--- config.mk ---
export PLATFORM = sky130hd
export DESIGN_NAME = fpga_bus_master_flat
export DESIGN_NICKNAME = d
export VERILOG_FILES = /design/src/rtl/fpga_bus_master_pkg.sv /design/src/rtl/fpga_bus_master_if.sv /design/src/rtl/fpga_wr_lane_mux.sv /design/src/rtl/fpga_bus_master.sv /design/src/flat_wrapper.sv
export SDC_FILE = /design/constraint.sdc
export NUM_CORES = 1
export LEC_CHECK = 0
export CAP_MARGIN = 20
export CORE_MARGIN = 2
export CORE_UTILIZATION = 47
export CTS_CLUSTER_DIAMETER = 200
export DETAILED_ROUTE_END_ITERATION = 8
export GPL_TIMING_DRIVEN = 0
export PLACE_DENSITY_LB_ADDON = 0.2
export SLEW_MARGIN = 20
export SYNTH_ARGS = -nofsm -noshare
export SYNTH_HDL_FRONTEND = slang
export SYNTH_SLANG_ARGS = --single-unit
export TNS_END_PERCENT = 50
--- constraint.sdc ---
create_clock -name clk -period 4.6 [get_ports clk]
set_input_delay 1.38 -clock clk [delete_from_list [all_inputs] [get_ports clk]]
set_output_delay 1.38 -clock clk [all_outputs]
set_load 0.02 [all_outputs]
--- src/rtl/fpga_bus_master_pkg.sv ---
// Shared types and constants for the FPGA register bus initiator:
// FSM states, 68040 SIZ codes, register indices and the write-lane helper.
package fpga_bus_master_pkg;

    typedef enum logic [2:0] {
        ST_IDLE   = 3'd0,
        ST_LATCH  = 3'd1,
        ST_STROBE = 3'd2,
        ST_WAIT   = 3'd3,
        ST_TERM   = 3'd4
    } state_e;

    typedef enum logic [1:0] {
        SIZ_LONG = 2'b00,
        SIZ_BYTE = 2'b01,
        SIZ_WORD = 2'b10,
        SIZ_LINE = 2'b11
    } siz_e;

    localparam logic [3:0] REG_INT = 4'h4;

    // Big-endian lane index of the write byte: 0 = D31:24 ... 3 = D7:0.
    function automatic logic [1:0] lane_sel(input siz_e siz, input logic [1:0] addr_lo);
        logic [1:0] lane;
        case (siz)
            SIZ_BYTE: lane = addr_lo;
            SIZ_WORD: lane = addr_lo[1] ? 2'd3 : 2'd1;
            default:  lane = 2'd3;
        endcase
        return lane;
    endfunction

endpackage

--- src/rtl/fpga_bus_master_if.sv ---
// CPU-pin and FPGA-register-bus signals of the initiator, grouped as one bundle.
// master = the initiator block, slave = the CPU pins plus register responders.
interface fpga_bus_master_if;

    logic        cpu_ts_n;
    logic        cpu_sel;
    logic        cpu_rw;
    logic [1:0]  cpu_siz;
    logic [5:0]  cpu_addr;
    logic [31:0] cpu_dout;
    logic [31:0] cpu_din;
    logic        cpu_d_oe;
    logic        cpu_ta_n;
    logic        cpu_tea_n;

    logic        fpga_stb;
    logic        fpga_we;
    logic [3:0]  fpga_addr;
    logic [7:0]  fpga_data;
    logic        fpga_ack;
    logic [31:0] fpga_odata;

    modport master (
        input  cpu_ts_n, cpu_sel, cpu_rw, cpu_siz, cpu_addr, cpu_dout,
        output cpu_din, cpu_d_oe, cpu_ta_n, cpu_tea_n,
        output fpga_stb, fpga_we, fpga_addr, fpga_data,
        input  fpga_ack, fpga_odata
    );

    modport slave (
        output cpu_ts_n, cpu_sel, cpu_rw, cpu_siz, cpu_addr, cpu_dout,
        input  cpu_din, cpu_d_oe, cpu_ta_n, cpu_tea_n,
        input  fpga_stb, fpga_we, fpga_addr, fpga_data,
        output fpga_ack, fpga_odata
    );

endinterface

--- src/rtl/fpga_wr_lane_mux.sv ---
// Selects the single write byte carried on the big-endian 68040 data bus
// for the latched transfer size and low address bits.
module fpga_wr_lane_mux
    import fpga_bus_master_pkg::*;
(
    input  siz_e        siz_i,
    input  logic [1:0]  addr_lo_i,
    input  logic [31:0] dout_i,
    output logic [7:0]  byte_o
);

    always_comb begin
        byte_o = dout_i[7:0];
        case (lane_sel(siz_i, addr_lo_i))
            2'd0:    byte_o = dout_i[31:24];
            2'd1:    byte_o = dout_i[23:16];
            2'd2:    byte_o = dout_i[15:8];
            default: byte_o = dout_i[7:0];
        endcase
    end

endmodule

--- src/rtl/fpga_bus_master.sv ---
// 68040 FPGA-window initiator: turns one CPU bus cycle into a single fpga_stb/ack
// transaction and ends it with TA_n, or TEA_n when the responder never acks.
module fpga_bus_master
    import fpga_bus_master_pkg::*;
#(
    parameter int unsigned TIMEOUT_CYCLES = 255,
    parameter int unsigned TMO_W          = 8
) (
    input  logic               clk,
    input  logic               rst,
    fpga_bus_master_if.master  bus
);

    localparam logic [TMO_W-1:0] TMO_LIMIT = TMO_W'(TIMEOUT_CYCLES);
    localparam bit               TMO_EN    = (TIMEOUT_CYCLES != 0);

    state_e           state_q, state_d;
    logic             rw_q, rw_d;
    siz_e             siz_q, siz_d;
    logic [1:0]       addr_lo_q, addr_lo_d;
    logic [TMO_W-1:0] cnt_q, cnt_d;
    logic [TMO_W-1:0] cnt_inc;

    logic             stb_q, stb_d;
    logic             we_q, we_d;
    logic [3:0]       faddr_q, faddr_d;
    logic [7:0]       fdata_q, fdata_d;
    logic [31:0]      din_q, din_d;
    logic             doe_q, doe_d;
    logic             ta_n_q, ta_n_d;
    logic             tea_n_q, tea_n_d;

    logic [7:0]       wr_byte;

    fpga_wr_lane_mux u_lane_mux (
        .siz_i     (siz_q),
        .addr_lo_i (addr_lo_q),
        .dout_i    (bus.cpu_dout),
        .byte_o    (wr_byte)
    );

    assign cnt_inc = cnt_q + TMO_W'(1);

    always_ff @(posedge clk or posedge rst) begin
        if (rst) begin
            state_q <= ST_IDLE;
        end else begin
            // NOTE: sequential state uses <= so every register samples pre-edge values.
            state_q <= state_d;
        end
    end

    always_comb begin
        // NOTE: every variable gets a default first, so no path can infer a latch.
        state_d   = state_q;
        rw_d      = rw_q;
        siz_d     = siz_q;
        addr_lo_d = addr_lo_q;
        cnt_d     = cnt_q;
        stb_d     = 1'b0;
        we_d      = we_q;
        faddr_d   = faddr_q;
        fdata_d   = fdata_q;
        din_d     = din_q;
        doe_d     = 1'b0;
        ta_n_d    = 1'b1;
        tea_n_d   = 1'b1;

        case (state_q)
            ST_IDLE: begin
                cnt_d = '0;
                we_d  = 1'b0;
                if (!bus.cpu_ts_n && bus.cpu_sel) begin
                    rw_d      = bus.cpu_rw;
                    siz_d     = siz_e'(bus.cpu_siz);
                    addr_lo_d = bus.cpu_addr[1:0];
                    faddr_d   = bus.cpu_addr[5:2];
                    state_d   = ST_LATCH;
                end
            end

            // Write data appears on the pins one cycle after TS.
            ST_LATCH: begin
                fdata_d = rw_q ? 8'h00 : wr_byte;
                we_d    = !rw_q;
                stb_d   = 1'b1;
                state_d = ST_STROBE;
            end

            // A level ack here may still be left over from the previous cycle.
            ST_STROBE: begin
                state_d = ST_WAIT;
            end

            ST_WAIT: begin
                if (bus.fpga_ack) begin
                    if (rw_q) begin
                        din_d = bus.fpga_odata;
                    end
                    ta_n_d  = 1'b0;
                    doe_d   = rw_q;
                    state_d = ST_TERM;
                end else begin
                    if (cnt_q != '1) begin
                        cnt_d = cnt_inc;
                    end
                    if (TMO_EN && (cnt_inc == TMO_LIMIT)) begin
                        din_d   = '0;
                        tea_n_d = 1'b0;
                        doe_d   = rw_q;
                        state_d = ST_TERM;
                    end
                end
            end

            ST_TERM: begin
                cnt_d   = '0;
                we_d    = 1'b0;
                state_d = ST_IDLE;
            end

            default: begin
                state_d = ST_IDLE;
            end
        endcase
    end

    // Pin outputs are registered from next-state values: aligned with the state, glitch-free.
    always_ff @(posedge clk or posedge rst) begin
        if (rst) begin
            rw_q      <= 1'b0;
            siz_q     <= SIZ_LONG;
            addr_lo_q <= 2'b00;
            cnt_q     <= '0;
            stb_q     <= 1'b0;
            we_q      <= 1'b0;
            faddr_q   <= 4'h0;
            fdata_q   <= 8'h00;
            din_q     <= 32'h0;
            doe_q     <= 1'b0;
            ta_n_q    <= 1'b1;
            tea_n_q   <= 1'b1;
        end else begin
            rw_q      <= rw_d;
            siz_q     <= siz_d;
            addr_lo_q <= addr_lo_d;
            cnt_q     <= cnt_d;
            stb_q     <= stb_d;
            we_q      <= we_d;
            faddr_q   <= faddr_d;
            fdata_q   <= fdata_d;
            din_q     <= din_d;
            doe_q     <= doe_d;
            ta_n_q    <= ta_n_d;
            tea_n_q   <= tea_n_d;
        end
    end

    assign bus.fpga_stb  = stb_q;
    assign bus.fpga_we   = we_q;
    assign bus.fpga_addr = faddr_q;
    assign bus.fpga_data = fdata_q;
    assign bus.cpu_din   = din_q;
    assign bus.cpu_d_oe  = doe_q;
    assign bus.cpu_ta_n  = ta_n_q;
    assign bus.cpu_tea_n = tea_n_q;

endmodule
--- src/flat_wrapper.sv ---
// flat-port wrapper written by rule: the top's interface ports become plain ports
module fpga_bus_master_flat import fpga_bus_master_pkg::*;
#(
    parameter int unsigned TIMEOUT_CYCLES = 255,
    parameter int unsigned TMO_W          = 8
)
  (clk, rst, bus_cpu_ts_n, bus_cpu_sel, bus_cpu_rw, bus_cpu_siz, bus_cpu_addr, bus_cpu_dout, bus_cpu_din, bus_cpu_d_oe, bus_cpu_ta_n, bus_cpu_tea_n, bus_fpga_stb, bus_fpga_we, bus_fpga_addr, bus_fpga_data, bus_fpga_ack, bus_fpga_odata);
  fpga_bus_master_if bus_i ();
  input  logic clk;
  input  logic rst;
  input wire logic [$bits(bus_i.cpu_ts_n)-1:0] bus_cpu_ts_n;
  input wire logic [$bits(bus_i.cpu_sel)-1:0] bus_cpu_sel;
  input wire logic [$bits(bus_i.cpu_rw)-1:0] bus_cpu_rw;
  input wire logic [$bits(bus_i.cpu_siz)-1:0] bus_cpu_siz;
  input wire logic [$bits(bus_i.cpu_addr)-1:0] bus_cpu_addr;
  input wire logic [$bits(bus_i.cpu_dout)-1:0] bus_cpu_dout;
  output wire logic [$bits(bus_i.cpu_din)-1:0] bus_cpu_din;
  output wire logic [$bits(bus_i.cpu_d_oe)-1:0] bus_cpu_d_oe;
  output wire logic [$bits(bus_i.cpu_ta_n)-1:0] bus_cpu_ta_n;
  output wire logic [$bits(bus_i.cpu_tea_n)-1:0] bus_cpu_tea_n;
  output wire logic [$bits(bus_i.fpga_stb)-1:0] bus_fpga_stb;
  output wire logic [$bits(bus_i.fpga_we)-1:0] bus_fpga_we;
  output wire logic [$bits(bus_i.fpga_addr)-1:0] bus_fpga_addr;
  output wire logic [$bits(bus_i.fpga_data)-1:0] bus_fpga_data;
  input wire logic [$bits(bus_i.fpga_ack)-1:0] bus_fpga_ack;
  input wire logic [$bits(bus_i.fpga_odata)-1:0] bus_fpga_odata;
  assign bus_i.cpu_ts_n = bus_cpu_ts_n;
  assign bus_i.cpu_sel = bus_cpu_sel;
  assign bus_i.cpu_rw = bus_cpu_rw;
  assign bus_i.cpu_siz = bus_cpu_siz;
  assign bus_i.cpu_addr = bus_cpu_addr;
  assign bus_i.cpu_dout = bus_cpu_dout;
  assign bus_cpu_din = bus_i.cpu_din;
  assign bus_cpu_d_oe = bus_i.cpu_d_oe;
  assign bus_cpu_ta_n = bus_i.cpu_ta_n;
  assign bus_cpu_tea_n = bus_i.cpu_tea_n;
  assign bus_fpga_stb = bus_i.fpga_stb;
  assign bus_fpga_we = bus_i.fpga_we;
  assign bus_fpga_addr = bus_i.fpga_addr;
  assign bus_fpga_data = bus_i.fpga_data;
  assign bus_i.fpga_ack = bus_fpga_ack;
  assign bus_i.fpga_odata = bus_fpga_odata;
  fpga_bus_master #(.TIMEOUT_CYCLES(TIMEOUT_CYCLES), .TMO_W(TMO_W)) u_core (.clk(clk), .rst(rst), .bus(bus_i));
endmodule
==> run_results.csv, run 1 <==
group,metric,value,unit
run_status,status,"completed",
global_routing,grt_pass1_vias,2836,
sta,max_slew.worst_pin.slew,639,ps
sta,min_period_over_period,61.8,%
routing,ant_nets,0,
floorplan,io_pins,127,
sta,setup_viol,0,
critical_path,path_max_fanout,1,
power,p_sw,0.00115,W
routing,drc,0,
critical_path,required,3220,ps
synth,synth-edff-count,0,
power,peakVddDrop,0.000403,V
sta,finalSetupTns,0,ps
placed_design,place_congestion,0.860,
critical_path,r2r_end,"u_core.bus.fpga_data[0]",
routing,vias,2912,
synth,syn_inst,310,
synth,synth.area.top_cells,"dfrtp_1 (50%), a22oi_1 (7.7%), o21ai_0 (7.5%)",
synth,syn_area,3130,sq um
synth,ys_types,47,
cts,path_clk_slew,80,ps
cells_and_area,areaGrowthSynthToFinish,51.0,%
cts,insertion_delay,340,ps
sta,final-hold-violation-count,0,
power,p_seq_share,30.8,%
critical_path,r2r_slack,2430,ps
power,combPwrFrac,50.5,%
global_routing,grt_use_met3,5.10,%
critical_path,critPathSlowestCell,"clkdlybuf4s50_1",
floorplan,die_h,85.6,microns
global_routing,grt_max_degree,40,
cts,cts_tree,"done",
routing,wl,8280,microns
cells_and_area,fillCellCount,472,
cts,cts_sinks,65,
global_routing,top_usage_layer,"met2",
routing,detail_route.first_pass.iterations,4,
critical_path,worstPathArrival,1460,ps
synth,yosysTopAreaCell,"dfrtp_1",
routing,drt-initial-drc-count,171,
routing,avgViaCountPerCell,5.50,
worst_hold_path,hold_class,"reg -> reg",
global_routing,antenna_found_initial,0,
run,maxCapViolCount,0,
critical_path,critPathCapture,"bus_cpu_ta_n",
sta,rsz0062_at_grt,"false",
power,power-per-cell-area,625,nW/um^2
worst_hold_path,hold_start,"u_core.bus.fpga_data[2]",
placed_design,numPortBuffers,125,
synth,yosysMostFrequentCell,"dfrtp_1",
floorplan,dieArea,7330,sq um
critical_path,worst-path-stages,1,
critical_path,r2r_start,"u_core.siz_q[0]",
synth,synth_common_cells,"dfrtp_1 (63), nand2_1 (47), o21ai_0 (47), a22oi_1 (32), nor2_1 (10)",
sta,post-route-min-period,2840,ps
critical_path,start_kind,"flip-flop",
critical_path,crit_buf_inv,1,
critical_path,max_stage_delay,610,ps
floorplan,dieWidth,85.6,microns
cts,cts_hold_buf,0,
cts,clockRootBuffer,"clkbuf_8",
cts,ctsResizeCount,0,
global_routing,track_usage,23.1,%
power,intPower,0.00181,W
sta,slew_viol_final,0,
cells_and_area,nNetsFinal,529,
synth,ys.flop_type,"dfrtp_1",
global_routing,met2_usage,37.0,%
cells_and_area,drive_gt1_share,10.4,%
placed_design,dp_hpwl,6020,microns
critical_path,crit_chain,"clkdlybuf4s50_1",
sta,finClkSkew,10.3,ps
power,cellLeakagePower,2.08,nW
floorplan,rows,29,
cells_and_area,n_antenna_cell,0,
cts,numCtsBuffers,9,
global_routing,grt_overflow_total,0,
synth,ys_seq_elements,65,
critical_path,end_kind,"output port",
floorplan,initial_utilization,49.0,%
power,switching_share,38.8,%
critical_path,cpLargestDelayFamily,"buffers and inverters",
synth,synth_top_area_share,50.4,%
sta,max_freq,352,MHz
global_routing,grt_use_met1,30.4,%
cells_and_area,utilization,74.0,%
synth,ys_warn_count,0,
critical_path,rr_worst_depth,7,
global_routing,grt_pass1_wl,13300,microns
sta,max_slew_margin,57.0,%
power,clkPwrFrac,18.7,%
floorplan,core,6390,sq um
critical_path,setup.worst_path.class,"reg -> out",
cts,htree_levels,3,
synth,async_flop_share,100,%
cts,cts_max_path_buffers,2,
routing,drt-wirelength-per-cell,15.7,microns
synth,syn-num-nets,392,
synth,synth_area_per_cell,10.1,sq um
critical_path,cp-startpoint,"u_core.bus.cpu_ta_n",
cts,post_cts.repair.setup_buffers,0,
synth,synth-seq-area-share,52.0,%
-- registers in the layout, summed over array words and instances (netlist names) --
signal,flops
u_core.addr_lo_q,2
u_core.rw_q,1
u_core.bus.cpu_d_oe,1
u_core.bus.fpga_data,8
u_core.bus.cpu_ta_n,1
u_core.bus.fpga_we,1
u_core.bus.fpga_addr,4
u_core.bus.fpga_stb,1
u_core.cnt_q,8
u_core.state_q,3
u_core.bus.cpu_tea_n,1
u_core.bus.cpu_din,32
u_core.siz_q,2
-- cell usage in the layout, fill, tap and decap left out, drive strengths merged, types with 2 or more instances in the layout --
cell and instances:
bufinv 2, a221oi 3, clkdlybuf4s50 125, and3 6, a22o 2, nand2 47, dfrtp 63, and2 2
a21o 2, a211oi 7, xor2 2, buf 10, nor2 12, mux2i 2, a211o 4, a32o 5
nor3 3, nand3 4, mux2 8, a21oi 2, nand3b 2, o21ai 53, clkbuf 21, nand2b 2
inv 8, or2 2, o21bai 4, a22oi 32, dfstp 2, ha 4
-- cell type report --
cell class,instances,area (sq um),area share (%)
Sequential cell,65,1630,34.5
Multi-Input combinational cell,220,1390,29.3
Timing Repair Buffer,126,1270,26.9
Clock buffer,11,141,2.99
Tap cell,77,96.3,2.04
Buffer,19,91.3,1.93
Clock inverter,5,86.3,1.83
Inverter,6,25.0,0.529
-- cells by family after synthesis --
family / count (synthesis) / synth area share [%]
AOI/OAI and AO/OA: 118 / 25.1
adders and majority gates: 4 / 1.60
DFF: 65 / 52.0
xor gates and xnor gates: 3 / 0.839
buffers and inverters: 25 / 3.64
muxes: 10 / 3.52
and+or+nand+nor: 85 / 13.3
-- metal layers --
| metal | vias up | share of wire [%] |
|---|---|---|
| met5 | - | 0 |
| met4 | 0 | 2.6 |
| met3 | 19 | 5.1 |
| met2 | 90 | 50 |
| met1 | 1390 | 43 |
| li1 | 1413 | - |
-- power groups by stage --
stage / logic, W / clock network (W) / registers, W
after floorplan: 0.000753 / 0 / 0.00108
after global placement: 0.00144 / 0 / 0.000905
after detailed placement: 0.00149 / 0 / 0.000917
after CTS: 0.00150 / 0.000559 / 0.000909
after global routing: 0.00162 / 0.000592 / 0.000935
final: 0.00149 / 0.000552 / 0.000910
-- worst min-delay path by stage --
stage,cells after the start,slack [ps],end
3_3_place_gp,2,460,u_core.bus.fpga_data[6]
3_5_place_dp,2,470,u_core.bus.fpga_data[2]
6_report,2,480,u_core.bus.fpga_data[2]
4_1_cts,2,490,u_core.bus.fpga_data[2]
5_1_grt,2,520,u_core.bus.fpga_data[2]
2_1_floorplan,2,510,u_core.cnt_q[7]
-- stage by stage --
| stage | hold slack, ps | instances | power [W] | area [sq um] | setup slack, ps |
|---|---|---|---|---|---|
| floorplan | 512 | 310 | 0.00183 | 3130 | 1600 |
| global placement | 463 | 512 | 0.00235 | 4480 | 488 |
| detailed placement | 473 | 513 | 0.00240 | 4500 | 1570 |
| CTS | 489 | 529 | 0.00297 | 4730 | 1730 |
| global route | 523 | 529 | 0.00315 | 4730 | 1700 |
| finish | 483 | 529 | 0.00295 | 4730 | 1760 |
(Power assumes the default switching activity.)
==> inputs of run 2 (changes only) <==
--- a/config.mk
+++ b/config.mk
@@ -7,7 +7,7 @@
 export LEC_CHECK = 0
 export CAP_MARGIN = 20
 export CORE_MARGIN = 2
-export CORE_UTILIZATION = 47
+export CORE_UTILIZATION = 43
 export CTS_CLUSTER_DIAMETER = 200
 export DETAILED_ROUTE_END_ITERATION = 8
 export GPL_TIMING_DRIVEN = 0
==> constraint.sdc (replaced) <==
create_clock -name clk -period 2.7 [get_ports clk]
set_input_delay 0.81 -clock clk [delete_from_list [all_inputs] [get_ports clk]]
set_output_delay 0.81 -clock clk [all_outputs]
set_load 0.02 [all_outputs]
==> run_results.csv, run 2 (synthesized netlist as in run 1, its figures left out) <==
group,metric,value,unit
routing,avgViaCountPerCell,5.31,
sta,min_period_over_period,85.1,%
floorplan,initial_utilization,43.9,%
critical_path,crit_buf_inv,1,
sta,final-hold-violation-count,0,
global_routing,antenna_found_initial,0,
sta,slew_viol_final,0,
sta,whs,477,ps
critical_path,end_kind,"output port",
sta,max_slew_margin,50.3,%
cts,numCtsBuffers,9,
routing,wl,8340,microns
global_routing,grt_overflow_total,0,
cts,htree_levels,3,
cells_and_area,utilization,67.0,%
critical_path,critPathSlowestCell,"clkdlybuf4s50_1",
floorplan,dieArea,7980,sq um
floorplan,dieWidth,89.3,microns
critical_path,r2r_start,"u_core.siz_q[0]",
routing,drt-initial-drc-count,172,
global_routing,grt_pass1_vias,2756,
sta,rsz0062_at_grt,"false",
cts,cts_hold_buf,0,
worst_hold_path,hold_class,"reg -> reg",
worst_hold_path,hold_depth,2,
cts,cts_sinks,65,
floorplan,die_h,89.3,microns
critical_path,rr_worst_depth,7,
critical_path,r2r_end,"u_core.bus.fpga_data[4]",
sta,max_slew.worst_pin.slew,737,ps
cells_and_area,layout_commonest_cell,"clkdlybuf4s50_1",
worst_hold_path,holdPathEnd,"u_core.bus.fpga_data[6]",
critical_path,r2r_slack,610,ps
power,power-per-cell-area,1070,nW/um^2
critical_path,start_kind,"flip-flop",
cells_and_area,nNetsFinal,529,
run,maxCapViolCount,0,
critical_path,setup.worst_path.class,"reg -> out",
cells_and_area,areaGrowthSynthToFinish,52.7,%
placed_design,place_congestion,0.788,
cts,path_clk_slew,70,ps
floorplan,io_pins,127,
routing,detail_route.first_pass.iterations,4,
sta,setup_viol,0,
power,peakVddDrop,0.000577,V
routing,drc,0,
floorplan,rows,31,
cells_and_area,largest_register_ffs,32,
global_routing,grt_max_degree,35,
critical_path,crit_chain,"clkdlybuf4s50_1",
critical_path,path_max_fanout,1,
worst_hold_path,hold_start,"u_core.bus.fpga_data[6]",
power,cellLeakagePower,2.09,nW
sta,finalSetupTns,0,ps
cts,post_cts.repair.setup_buffers,0,
critical_path,cpLargestDelayFamily,"buffers and inverters",
cts,clockRootBuffer,"clkbuf_8",
placed_design,numPortBuffers,125,
cts,cts_max_path_buffers,2,
cells_and_area,fillCellCount,596,
cts,ctsResizeCount,0,
critical_path,max_stage_delay,630,ps
cells_and_area,layout_common_cells,"clkdlybuf4s50_1 (125), dfrtp_1 (63), o21ai_0 (47), nand2_1 (47), a22oi_1 (32)",
cells_and_area,drive_gt1_share,10.6,%
global_routing,track_usage,21.6,%
sta,finClkSkew,9.38,ps
routing,vias,2925,
floorplan,core,7140,sq um
critical_path,required,1890,ps
run_status,status,"completed",
critical_path,worstPathArrival,1490,ps
cts,insertion_delay,330,ps
routing,ant_nets,0,
cells_and_area,n_antenna_cell,0,
sta,post-route-min-period,2300,ps
sta,max_freq,435,MHz
critical_path,worst-path-stages,1,
global_routing,grt_pass1_wl,13400,microns
placed_design,dp_hpwl,6100,microns
cts,cts_tree,"done",
routing,drt-wirelength-per-cell,15.1,microns
==> run 2: changes by cell type in the layout (fill, tap and decap cells not counted) <==
cell        previous run  this run
bufinv_16              2         3
inv_6                  2         0
clkinvlp_4             0         1
clkbuf_1               8         7
clkinv_4               1         2
==> run 2: layout make-up <==
| cell class | instances | area [sq um] | share of cell area [%] |
|---|---|---|---|
| clock inverter | 6 | 115 | 2.41 |
| inverter | 6 | 25.0 | 0.523 |
| tap | 99 | 124 | 2.59 |
| clock buffer | 10 | 138 | 2.88 |
| multi-input combinational | 220 | 1390 | 29.0 |
| timing repair buffer | 126 | 1270 | 26.6 |
| sequential | 65 | 1630 | 34.1 |
| buffer | 19 | 91.3 | 1.91 |
==> run 2: report_power, final <==
group | switching (W) | internal [W]
registers | 0.000235 | 0.00131
clock network | 0.000385 | 0.000642
logic | 0.00131 | 0.00122
total | 0.00193 | 0.00317
==> run 2: tightest hold or removal path, cell delays in order, from the launching register on <==
cell	delay [ps]
dfrtp_1	340
nand2_1	50
o21ai_0	60
==> run 2: worst max-delay path by stage <==
stage / startpoint / end / slack [ps]
floorplan: rst / u_core.addr_lo_q[0] / 270
CTS: u_core.bus.cpu_ta_n / bus_cpu_ta_n / 390
global placement: rst / u_core.bus.cpu_din[25] / -880
global route: u_core.siz_q[0] / u_core.bus.fpga_data[3] / 380
detailed placement: bus_cpu_ts_n / u_core.addr_lo_q[0] / 160
finish: u_core.bus.cpu_ta_n / bus_cpu_ta_n / 400
==> run 2: per-layer routing <==
| layer | GRT usage [%] | up-vias | routed length [microns] |
|---|---|---|---|
| met1 | 29.6 | 1412 | 3670 |
| met5 | 0 | - | 0 |
| met3 | 3.60 | 13 | 445 |
| met2 | 34.9 | 84 | 4080 |
| met4 | 7.33 | 0 | 140 |
| li1 | - | 1416 | - |
==> run 2: stage by stage <==
| step | worst slack [ps] | cell area, sq um | total power (W) | std cells |
|---|---|---|---|---|
| 5_1_grt | 375 | 4780 | 0.00546 | 551 |
| 3_5_place_dp | 156 | 4530 | 0.00410 | 535 |
| 2_1_floorplan | 267 | 3130 | 0.00313 | 310 |
| 6_report | 402 | 4780 | 0.00510 | 551 |
| 3_3_place_gp | -880 | 4510 | 0.00401 | 534 |
| 4_1_cts | 386 | 4780 | 0.00514 | 551 |
==> inputs of run 3 (changes only) <==
--- a/config.mk
+++ b/config.mk
@@ -12,7 +12,7 @@
 export DETAILED_ROUTE_END_ITERATION = 8
 export GPL_TIMING_DRIVEN = 0
 export PLACE_DENSITY_LB_ADDON = 0.2
-export SLEW_MARGIN = 20
+export SKIP_CTS_REPAIR_TIMING = 1
 export SYNTH_ARGS = -nofsm -noshare
 export SYNTH_HDL_FRONTEND = slang
 export SYNTH_SLANG_ARGS = --single-unit
==> run_results.csv, run 3 (synthesized netlist as in run 1, its figures left out) <==
group,metric,value,unit
floorplan,dieWidth,89.3,microns
worst_hold_path,hold_class,"reg -> reg",
cts,cts_sinks,65,
critical_path,cp-startpoint,"u_core.bus.cpu_ta_n",
sta,min_period_over_period,84.9,%
sta,setup_viol,0,
worst_hold_path,hold_start,"u_core.bus.fpga_data[6]",
sta,whs,480,ps
cells_and_area,utilization,66.2,%
routing,drt-wirelength-per-cell,14.8,microns
placed_design,place_congestion,0.788,
routing,drt-initial-drc-count,151,
sta,max_freq,436,MHz
global_routing,antenna_found_initial,0,
critical_path,start_kind,"flip-flop",
cells_and_area,n_antenna_cell,0,
sta,setup_slack,407,ps
critical_path,cpLargestDelayFamily,"buffers and inverters",
cells_and_area,layout_commonest_cell,"clkdlybuf4s50_1",
cells_and_area,layout_common_cells,"clkdlybuf4s50_1 (125), dfrtp_1 (63), o21ai_0 (47), nand2_1 (47), a22oi_1 (32)",
placed_design,place_inst,535,
critical_path,r2r_start,"u_core.siz_q[0]",
placed_design,numPortBuffers,125,
cells_and_area,fillCellCount,603,
power,power-per-cell-area,1030,nW/um^2
routing,vias,2915,
floorplan,core,7140,sq um
cells_and_area,largest_register_ffs,32,
sta,max_slew.worst_pin.slew,715,ps
cells_and_area,nNetsFinal,529,
cts,insertion_delay,330,ps
sta,max_slew_margin,52.3,%
sta,slew_viol_final,0,
power,cellLeakagePower,2.07,nW
critical_path,critPathSlowestCell,"clkdlybuf4s50_1",
critical_path,r2r_slack,620,ps
global_routing,grt_max_degree,35,
critical_path,crit_buf_inv,1,
routing,avgViaCountPerCell,5.29,
routing,ant_nets,0,
run_status,status,"completed",
global_routing,grt_pass1_vias,2798,
power,peakVddDrop,0.000409,V
run,maxCapViolCount,0,
sta,finClkSkew,8.73,ps
sta,final-hold-violation-count,0,
critical_path,setup.worst_path.class,"reg -> out",
routing,detail_route.first_pass.iterations,5,
placed_design,dp_hpwl,6130,microns
floorplan,initial_utilization,43.9,%
sta,post-route-min-period,2290,ps
floorplan,die_h,89.3,microns
critical_path,worstPathArrival,1480,ps
global_routing,grt_pass1_wl,13300,microns
critical_path,required,1890,ps
cts,cts_max_path_buffers,2,
critical_path,crit_chain,"clkdlybuf4s50_1",
sta,finalSetupTns,0,ps
cts,numCtsBuffers,9,
floorplan,rows,31,
cts,cts_tree,"done",
sta,rsz0062_at_grt,"false",
cells_and_area,drive_gt1_share,10.6,%
cells_and_area,areaGrowthSynthToFinish,51.0,%
global_routing,track_usage,21.4,%
floorplan,dieArea,7980,sq um
routing,wl,8170,microns
cts,path_clk_slew,70,ps
critical_path,end_kind,"output port",
routing,drc,0,
placed_design,place_ws,156,ps
critical_path,path_max_fanout,1,
floorplan,io_pins,127,
critical_path,max_stage_delay,630,ps
cells_and_area,layoutNonFillerInstCount,551,
global_routing,grt_overflow_total,0,
cts,clockRootBuffer,"clkbuf_8",
cts,htree_levels,3,
-- run 3: metal layers --
| metal | track usage, % | vias up | part of all wire (%) |
|---|---|---|---|
| met5 | 0 | - | 0 |
| li1 | - | 1414 | - |
| met4 | 7.33 | 0 | 1.4 |
| met2 | 35.6 | 90 | 51 |
| met3 | 3.05 | 10 | 5.6 |
| met1 | 28.8 | 1401 | 42 |
-- run 3: path summary, 6_finish.rpt --
check | endpoint | cells past startpoint
setup / recovery | bus_cpu_ta_n | 1
hold reg to reg | u_core.bus.fpga_data[6] | 2
min in group asynchronous | u_core.bus.cpu_din[4] | 2
hold / removal | u_core.bus.fpga_data[6] | 2
max in group asynchronous | u_core.bus.cpu_ta_n | 3
setup reg to reg | u_core.bus.fpga_data[2] | 7
-- run 3: layout make-up --
| class | count | area, sq um | share of cell area, % |
|---|---|---|---|
| clock inverters | 7 | 77.6 | 1.64 |
| well taps | 99 | 124 | 2.62 |
| flip-flops and latches | 65 | 1630 | 34.5 |
| multi-input cells | 220 | 1390 | 29.4 |
| inverters | 6 | 22.5 | 0.476 |
| plain buffers | 19 | 91.3 | 1.93 |
| clock buffers | 9 | 124 | 2.62 |
| repair buffers | 126 | 1270 | 26.9 |
-- run 3: power by group --
group / leakage (nW) / internal (W) / switching [W] / total, W
Clock: 0.100 / 0.000434 / 0.000393 / 0.000827
Sequential: 0.711 / 0.00131 / 0.000232 / 0.00154
Combinational: 1.26 / 0.00122 / 0.00130 / 0.00252
-- run 3: metrics by stage --
stage / instance area, sq um / total power, W
after floorplan: 3130 / 0.00313
after global placement: 4510 / 0.00401
after detailed placement: 4530 / 0.00410
after CTS: 4730 / 0.00494
after global routing: 4730 / 0.00526
final: 4730 / 0.00489
-- run 3: worst min-delay path, stage by stage (launching register included) --
cell	delay, ps
dfrtp_1	340
nand2_1	50
o21ai_0	60
